==> config.mk <==
export PLATFORM = sky130hd
export DESIGN_NAME = field_builder_flat
export DESIGN_NICKNAME = d
export VERILOG_FILES = /design/src/rtl/snake_pkg.sv /design/src/rtl/field_builder_if.sv /design/src/rtl/cell_addr.sv /design/src/rtl/field_builder.sv /design/src/flat_wrapper.sv
export SDC_FILE = /design/constraint.sdc
export NUM_CORES = 2
export LEC_CHECK = 0
export ABC_AREA = 1
export BUFFER_PORTS_ARGS = -buffer_cell sky130_fd_sc_hd__buf_2
export CORE_AREA = 2 2 725 727
export CTS_CLUSTER_SIZE = 14
export DETAILED_ROUTE_END_ITERATION = 12
export DIE_AREA = 0 0 727 729
export SYNTH_ARGS = -nofsm -noshare
export SYNTH_HDL_FRONTEND = slang
export SYNTH_SLANG_ARGS = --single-unit
==> constraint.sdc <==
create_clock -name clk -period 24.5 [get_ports clk]
set_input_delay 4.9 -clock clk [delete_from_list [all_inputs] [get_ports clk]]
set_output_delay 4.9 -clock clk [all_outputs]
set_load 0.02 [all_outputs]
==> src/rtl/snake_pkg.sv <==
// Shared definitions for the snake field builder: cell codes, FSM state
// encoding, the empty-count ceiling and a border-ring helper.
package snake_pkg;

  typedef enum logic [1:0] {
    CELL_EMPTY = 2'b00,
    CELL_SNAKE = 2'b01,
    CELL_APPLE = 2'b10,
    CELL_BLOCK = 2'b11
  } cell_t;

  typedef enum logic [2:0] {
    S_IDLE,
    S_CLEAR,
    S_PAINT,
    S_APPLE,
    S_COUNT,
    S_DONE
  } state_t;

  localparam logic [15:0] COUNT_MAX = 16'hFFFF;

  // True when (x,y) lies on the outermost ring of a size_x by size_y field.
  function automatic logic on_border(int x, int y, int size_x, int size_y);
    return (x == 0) || (y == 0) || (x == size_x - 1) || (y == size_y - 1);
  endfunction

endpackage

==> src/rtl/field_builder_if.sv <==
// Request/result bundle between a frame producer and the field builder.
// The producer (master) supplies the snake, apple and step request; the
// builder (slave) returns the finished field, empty count and status flags.
interface field_builder_if #(
  parameter int SIZE_X  = 10,
  parameter int SIZE_Y  = 10,
  parameter int COORD_W = 8,
  parameter int MAX_LEN = SIZE_X * SIZE_Y
);

  logic                           step;
  logic [15:0]                    length;
  logic [2*COORD_W*MAX_LEN-1:0]   snake_xy;
  logic [COORD_W-1:0]             apple_x;
  logic [COORD_W-1:0]             apple_y;
  logic                           apple_valid;

  logic [2*SIZE_X*SIZE_Y-1:0]     field;
  logic [15:0]                    empty_cells;
  logic                           busy;
  logic                           done;
  logic                           self_hit;
  logic                           wall_hit;
  logic                           oob;
  logic                           apple_blocked;

  modport master (
    output step, length, snake_xy, apple_x, apple_y, apple_valid,
    input  field, empty_cells, busy, done, self_hit, wall_hit, oob, apple_blocked
  );

  modport slave (
    input  step, length, snake_xy, apple_x, apple_y, apple_valid,
    output field, empty_cells, busy, done, self_hit, wall_hit, oob, apple_blocked
  );

endinterface

==> src/rtl/cell_addr.sv <==
// Converts an (x,y) coordinate into a linear cell index (y*SIZE_X + x) and
// reports whether the coordinate falls inside the field. Out-of-range
// coordinates yield index 0 so callers never address past the field.
module cell_addr #(
  parameter int SIZE_X  = 10,
  parameter int SIZE_Y  = 10,
  parameter int COORD_W = 8,
  parameter int IDX_W   = 7
) (
  input  logic [COORD_W-1:0] x,
  input  logic [COORD_W-1:0] y,
  output logic [IDX_W-1:0]   index,
  output logic               in_range
);

  // Range check first, then the linear index only for legal coordinates.
  always_comb begin
    in_range = (32'(x) < 32'(SIZE_X)) && (32'(y) < 32'(SIZE_Y));
    index    = in_range ? IDX_W'(32'(y) * 32'(SIZE_X) + 32'(x)) : '0;
  end

endmodule

==> src/rtl/field_builder.sv <==
// Builds one frame of the snake playfield into a private shadow copy:
// clear (optionally with a wall ring), paint the snake one segment per
// cycle, place the apple, count empty cells, then publish everything at
// once with a single-cycle done pulse.
module field_builder
  import snake_pkg::*;
#(
  parameter int SIZE_X  = 10,
  parameter int SIZE_Y  = 10,
  parameter int COORD_W = 8,
  parameter int MAX_LEN = SIZE_X * SIZE_Y,
  parameter int WALLS   = 0
) (
  input  logic          clk,
  input  logic          rst,
  field_builder_if.slave bus
);

  localparam int NCELLS = SIZE_X * SIZE_Y;
  localparam int IDX_W  = (NCELLS > 1) ? $clog2(NCELLS) : 1;
  localparam int SEG_W  = 2 * COORD_W;

  // Field contents right after the clear step: all empty, or a block ring.
  function automatic logic [2*NCELLS-1:0] clear_pattern();
    logic [2*NCELLS-1:0] p;
    p = '0;
    for (int yy = 0; yy < SIZE_Y; yy++) begin
      for (int xx = 0; xx < SIZE_X; xx++) begin
        if (WALLS == 1 && on_border(xx, yy, SIZE_X, SIZE_Y)) begin
          p[2*(yy*SIZE_X+xx) +: 2] = CELL_BLOCK;
        end
      end
    end
    return p;
  endfunction

  localparam logic [2*NCELLS-1:0] CLEAR_FIELD = clear_pattern();

  state_t              state;
  logic [15:0]         len_q;
  logic [15:0]         seg_idx;
  logic [15:0]         count;
  logic [COORD_W-1:0]  apple_x_q;
  logic [COORD_W-1:0]  apple_y_q;
  logic                apple_valid_q;
  logic [IDX_W-1:0]    cell_idx;
  logic [2*NCELLS-1:0] shadow;
  logic                self_q, wall_q, oob_q, blocked_q;

  logic [2*NCELLS-1:0] field_q;
  logic [15:0]         empty_q;
  logic                busy_q, done_q;
  logic                self_o, wall_o, oob_o, blocked_o;

  logic [COORD_W-1:0]  seg_x, seg_y;
  logic [IDX_W-1:0]    seg_cell, apple_cell;
  logic                seg_in, apple_in;
  logic [1:0]          seg_val, apple_val, cnt_val;
  logic [15:0]         count_next;
  logic [15:0]         len_clamped;

  // Fetch the current segment, look up cell contents and prepare the next count.
  always_comb begin
    seg_x       = bus.snake_xy[32'(seg_idx)*SEG_W +: COORD_W];
    seg_y       = bus.snake_xy[32'(seg_idx)*SEG_W + COORD_W +: COORD_W];
    seg_val     = shadow[32'(seg_cell)*2 +: 2];
    apple_val   = shadow[32'(apple_cell)*2 +: 2];
    cnt_val     = shadow[32'(cell_idx)*2 +: 2];
    count_next  = (cnt_val == CELL_EMPTY && count != COUNT_MAX) ? count + 16'd1 : count;
    len_clamped = (32'(bus.length) > 32'(MAX_LEN)) ? 16'(MAX_LEN) : bus.length;
  end

  cell_addr #(
    .SIZE_X (SIZE_X),
    .SIZE_Y (SIZE_Y),
    .COORD_W(COORD_W),
    .IDX_W  (IDX_W)
  ) u_seg_addr (
    .x       (seg_x),
    .y       (seg_y),
    .index   (seg_cell),
    .in_range(seg_in)
  );

  cell_addr #(
    .SIZE_X (SIZE_X),
    .SIZE_Y (SIZE_Y),
    .COORD_W(COORD_W),
    .IDX_W  (IDX_W)
  ) u_apple_addr (
    .x       (apple_x_q),
    .y       (apple_y_q),
    .index   (apple_cell),
    .in_range(apple_in)
  );

  // Build sequencer; published outputs only change on the way into DONE.
  always_ff @(posedge clk or posedge rst) begin
    if (rst) begin
      state         <= S_IDLE;
      len_q         <= '0;
      seg_idx       <= '0;
      count         <= '0;
      apple_x_q     <= '0;
      apple_y_q     <= '0;
      apple_valid_q <= 1'b0;
      cell_idx      <= '0;
      shadow        <= '0;
      self_q        <= 1'b0;
      wall_q        <= 1'b0;
      oob_q         <= 1'b0;
      blocked_q     <= 1'b0;
      field_q       <= '0;
      empty_q       <= '0;
      busy_q        <= 1'b0;
      done_q        <= 1'b0;
      self_o        <= 1'b0;
      wall_o        <= 1'b0;
      oob_o         <= 1'b0;
      blocked_o     <= 1'b0;
    end else begin
      case (state)
        S_IDLE: begin
          if (bus.step) begin
            len_q         <= len_clamped;
            apple_x_q     <= bus.apple_x;
            apple_y_q     <= bus.apple_y;
            apple_valid_q <= bus.apple_valid;
            busy_q        <= 1'b1;
            state         <= S_CLEAR;
          end
        end
        S_CLEAR: begin
          shadow    <= CLEAR_FIELD;
          seg_idx   <= '0;
          cell_idx  <= '0;
          count     <= '0;
          self_q    <= 1'b0;
          wall_q    <= 1'b0;
          oob_q     <= 1'b0;
          blocked_q <= 1'b0;
          state     <= (len_q == 16'd0) ? S_APPLE : S_PAINT;
        end
        S_PAINT: begin
          if (!seg_in) begin
            oob_q <= 1'b1;
          end else if (seg_val == CELL_BLOCK) begin
            wall_q <= 1'b1;
          end else if (seg_idx != 16'd0 && seg_val == CELL_SNAKE) begin
            self_q <= 1'b1;
          end else begin
            shadow[32'(seg_cell)*2 +: 2] <= CELL_SNAKE;
          end
          if (seg_idx == len_q - 16'd1) begin
            state <= S_APPLE;
          end else begin
            seg_idx <= seg_idx + 16'd1;
          end
        end
        S_APPLE: begin
          if (apple_valid_q) begin
            if (!apple_in) begin
              oob_q <= 1'b1;
            end else if (apple_val != CELL_EMPTY) begin
              blocked_q <= 1'b1;
            end else begin
              shadow[32'(apple_cell)*2 +: 2] <= CELL_APPLE;
            end
          end
          state <= S_COUNT;
        end
        S_COUNT: begin
          count <= count_next;
          if (cell_idx == IDX_W'(NCELLS - 1)) begin
            field_q   <= shadow;
            empty_q   <= count_next;
            self_o    <= self_q;
            wall_o    <= wall_q;
            oob_o     <= oob_q;
            blocked_o <= blocked_q;
            done_q    <= 1'b1;
            state     <= S_DONE;
          end else begin
            cell_idx <= cell_idx + 1'b1;
          end
        end
        S_DONE: begin
          done_q <= 1'b0;
          busy_q <= 1'b0;
          state  <= S_IDLE;
        end
        default: state <= S_IDLE;
      endcase
    end
  end

  assign bus.field         = field_q;
  assign bus.empty_cells   = empty_q;
  assign bus.busy          = busy_q;
  assign bus.done          = done_q;
  assign bus.self_hit      = self_o;
  assign bus.wall_hit      = wall_o;
  assign bus.oob           = oob_o;
  assign bus.apple_blocked = blocked_o;

endmodule
==> src/flat_wrapper.sv <==
// flat-port wrapper written by rule: the top's interface ports become plain ports
module field_builder_flat import snake_pkg::*;
#(
  parameter int SIZE_X  = 10,
  parameter int SIZE_Y  = 10,
  parameter int COORD_W = 8,
  parameter int MAX_LEN = SIZE_X * SIZE_Y,
  parameter int WALLS   = 0
)
  (clk, rst, bus_step, bus_length, bus_snake_xy, bus_apple_x, bus_apple_y, bus_apple_valid, bus_field, bus_empty_cells, bus_busy, bus_done, bus_self_hit, bus_wall_hit, bus_oob, bus_apple_blocked);
  field_builder_if #(.SIZE_X(SIZE_X), .SIZE_Y(SIZE_Y), .COORD_W(COORD_W), .MAX_LEN(MAX_LEN)) bus_i ();
  input  logic clk;
  input  logic rst;
  input wire logic [$bits(bus_i.step)-1:0] bus_step;
  input wire logic [$bits(bus_i.length)-1:0] bus_length;
  input wire logic [$bits(bus_i.snake_xy)-1:0] bus_snake_xy;
  input wire logic [$bits(bus_i.apple_x)-1:0] bus_apple_x;
  input wire logic [$bits(bus_i.apple_y)-1:0] bus_apple_y;
  input wire logic [$bits(bus_i.apple_valid)-1:0] bus_apple_valid;
  output wire logic [$bits(bus_i.field)-1:0] bus_field;
  output wire logic [$bits(bus_i.empty_cells)-1:0] bus_empty_cells;
  output wire logic [$bits(bus_i.busy)-1:0] bus_busy;
  output wire logic [$bits(bus_i.done)-1:0] bus_done;
  output wire logic [$bits(bus_i.self_hit)-1:0] bus_self_hit;
  output wire logic [$bits(bus_i.wall_hit)-1:0] bus_wall_hit;
  output wire logic [$bits(bus_i.oob)-1:0] bus_oob;
  output wire logic [$bits(bus_i.apple_blocked)-1:0] bus_apple_blocked;
  assign bus_i.step = bus_step;
  assign bus_i.length = bus_length;
  assign bus_i.snake_xy = bus_snake_xy;
  assign bus_i.apple_x = bus_apple_x;
  assign bus_i.apple_y = bus_apple_y;
  assign bus_i.apple_valid = bus_apple_valid;
  assign bus_field = bus_i.field;
  assign bus_empty_cells = bus_i.empty_cells;
  assign bus_busy = bus_i.busy;
  assign bus_done = bus_i.done;
  assign bus_self_hit = bus_i.self_hit;
  assign bus_wall_hit = bus_i.wall_hit;
  assign bus_oob = bus_i.oob;
  assign bus_apple_blocked = bus_i.apple_blocked;
  field_builder #(.SIZE_X(SIZE_X), .SIZE_Y(SIZE_Y), .COORD_W(COORD_W), .MAX_LEN(MAX_LEN), .WALLS(WALLS)) u_core (.clk(clk), .rst(rst), .bus(bus_i));
endmodule
==> results.yml <==
status:
  status: "finished clean"
clocking:
  htree_levels: 3
  postCtsResizedCells: 0
  clkTransAtPathRegs_ps: 60
  cts_made_buffers: 67
  clk_latency_ps: 730
  cts_hold_repair.buffers: 0
  cts_tree: "built"
  cts.root.buffer_cell: "clkbuf_16"
  cts_buffer_depth: 3
  clock_sinks: 501
  cts_setup_buffers: 0
yosys:
  synthSimpleGateAreaFrac_pct: 41.2
  yosysUniqueCellTypes: 54
  synth_warnings: 0
  synth_area_per_cell_um2: 5.79
  synth_area_leaders: "dfrtp_1, nand2_1, nor2_1, nand3_1, o21ai_0"
  synthesis.instances: 8258
  ys.flop_type: "dfrtp_1"
  yosys_register_bits: 501
  syn_area_um2: 47800
  synth_top_family_by_area: "simple AND/OR/NAND/NOR gates"
  synth_compound_area_share_pct: 20.4
  synth_xor_area_share_pct: 0.877
  synth_commonest_cells: "nand2_1, nor2_1, nand3_1"
  yosys.cell_count.top_type: "nand2_1"
  synthesis.nets: 9927
  synth_top_cell_area_share_pct: 26.2
  async_flop_share_pct: 100
  synth_mux_area_share_pct: 0
  yosysSeqAreaShare_pct: 26.2
  synth-adder-area-share_pct: 0.927
  synth-edff-count: 0
  yosys.area.top_type: "dfrtp_1"
power:
  power.internal_uw: 2340
  p_seq_share_pct: 15.6
  clkPwrFrac_pct: 19.2
  pwr-share-comb_pct: 65.2
  switchingPower_uw: 3430
  leakage_uw: 0.0310
  swShare_pct: 59.4
  vdd_ir_drop_max_v: 0.000125
  power_density_nw_per_um2: 85.3
sta:
  rsz0062_at_grt: "no"
  tightest_slew_ps: 1330
  min_period_ps: 12990
  drv_slew: 0
  hold_viol: 0
  setup_tns_ps: 0
  finalClockSkew_ps: 80.4
  fmax_mhz: 77.0
  max-slew-margin-rel_pct: 10.5
  finalSetupViolations: 0
  finalCritPeriodShare_pct: 53.0
route:
  antenna_left: 0
  wl_mm: 506
  drcViolationCount: 0
  vias: 68800
  drt_iter0_markers: 8999
  wl_per_cell_um: 29.8
  first_pass_iters: 7
  via_per_inst: 4.04
place:
  place_area_um2: 64700
  gp_congestion: 1.03
  dp_hpwl_mm: 415
  portBuffers: 1857
setup_path:
  crit_start: "bus_snake_xy[522]"
  startpoint_type: "primary input"
  worstSetupEndpointType: "register"
  crit_arrival_ps: 13630
  slowest_stage: "buf_4"
  cp.required_ps: 25130
  worstReg2RegStart: "u_core.seg_idx[3]"
  cp_max_fo: 78
  critPathMostFrequentCell: "nand2_1"
  critPathMaxStageDelay_ps: 880
  crit_type: "in2reg"
grt:
  grtUsageTotal_pct: 18.1
  grt_pass1_wl_mm: 639
  grt_overflow: 0
  first_global_vias: 62700
  grt_max_degree: 202
  antenna_found_initial: 217
die:
  ioPinCount: 1858
  die_x_um: 727
  initial_utilization_pct: 9.14
  design.die.area_um2: 530000
  fp-row-count: 266
  chipHeight_um: 729
  core_area_um2: 523000
finish:
  drive_above_1_share_pct: 23.2
  design_area_um2: 67700
  nNetsFinal: 11400
  area_growth_pct: 41.7
min_path:
  hp-start: "u_core.bus.field[22]"
  hold_path_class: "reg2reg"
run:
  max_cap_viol_count: 0
per-stage QoR:
| stage | setup WS, ps | util [%] | instances | total power, uW | hold WS (ps) |
|---|---|---|---|---|---|
| 2_1_floorplan | 5610 | - | 8258 | 2890 | 442 |
| 3_3_place_gp | 10650 | 12.4 | 16600 | 4720 | 463 |
| 3_5_place_dp | 10670 | 12.4 | 16600 | 4720 | 460 |
| 4_1_cts | 11400 | 12.8 | 16800 | 5850 | 476 |
| 5_1_grt | 11140 | 12.9 | 16900 | 6120 | 496 |
| 6_report | 11510 | 13.0 | 17000 | 5770 | 475 |
power by group through the flow:
stage | clock network, uW | registers, uW | logic, uW
finish | 1110 | 901 | 3770
global route | 1160 | 906 | 4050
CTS | 1140 | 903 | 3810
detailed placement | 0 | 918 | 3800
global placement | 0 | 918 | 3800
floorplan | 0 | 888 | 2000
final timing paths:
check,end,slack (ps),cells past startpoint
setup reg to reg,u_core.shadow[72],13170,33
setup / recovery,u_core.shadow[72],11510,32
max in group asynchronous,u_core.seg_idx[2],17270,5
hold / removal,u_core.bus.field[22],470,2
hold reg to reg,u_core.bus.field[22],470,2
min in group asynchronous,u_core.bus.field[29],4390,2
final cells by class:
cell class,instances,area (um^2)
Fill cell,61600,455000
Antenna cell,246,616
Clock buffer,91,1900
Timing Repair Buffer,2031,10800
Sequential cell,501,12600
Tap cell,6968,8720
Clock inverter,28,483
Multi-Input combinational cell,6598,30600
Inverter,548,2110
kinds of logic (layout without fill, tap and decap cells):
family,after synthesis,in the layout
buffers and inverters,1159,2698
other,0,246
AO/OA/AOI/OAI,1736,1736
flip-flops,501,501
AND/OR/NAND/NOR,4782,4782
adder cells (fa/ha/maj),33,33
XOR/XNOR,47,47
placed cells by master (no fill, tap or decap), types with 10 or more instances in the layout:
cell type and count:
nand2_1 2306, buf_2 1857, nor2_1 1249, nand3_1 925, o21ai_0 907, inv_1 515
dfrtp_1 494, a21oi_1 301, diode_2 246, buf_4 161, o211ai_1 159, o21ai_1 116
nor3_1 90, nand4_1 78, clkbuf_16 67, a22oi_1 51, o22ai_1 47, or2_2 38
xor2_1 30, ha_1 28, o221ai_1 26, or2_1 22, nor4_1 18, xnor2_1 16
inv_2 16, a22o_1 15, nor2_4 13, o31ai_1 13, clkbuf_8 13, buf_12 13
o2111ai_1 12, a31oi_1 12, a221oi_1 11, a31o_2 11, clkbuf_1 11, nor2_2 10
per-layer routing:
layer  part of all wire, %  GRT usage, %
met1                    40          22.5
met3                    10          5.74
met4                   5.1          7.93
met2                    45          28.8
met5                 0.085             0
registers in the layout, summed over array words and instances, names as in the netlist:
register and flops:
u_core.self_q 1, u_core.bus.wall_hit 1, u_core.oob_q 1, u_core.count 16, u_core.apple_y_q 8, u_core.bus.empty_cells 16
u_core.wall_q 1, u_core.bus.field 200, u_core.shadow 200, u_core.cell_idx 7, u_core.len_q 16, u_core.state 3
u_core.bus.oob 1, u_core.apple_x_q 8, u_core.blocked_q 1, u_core.bus.busy 1, u_core.bus.self_hit 1, u_core.bus.apple_blocked 1
u_core.apple_valid_q 1, u_core.seg_idx 16, u_core.bus.done 1
critical path: cells and delay by family:
family                     cells  cell delay (ps)
and+or+nand+nor               18             4170
AOI/OAI and AO/OA              3             1220
xor gates and xnor gates       3              780
buffers and inverters          5             1200
adders and majority gates      3             1090
(Power assumes the default switching activity.)
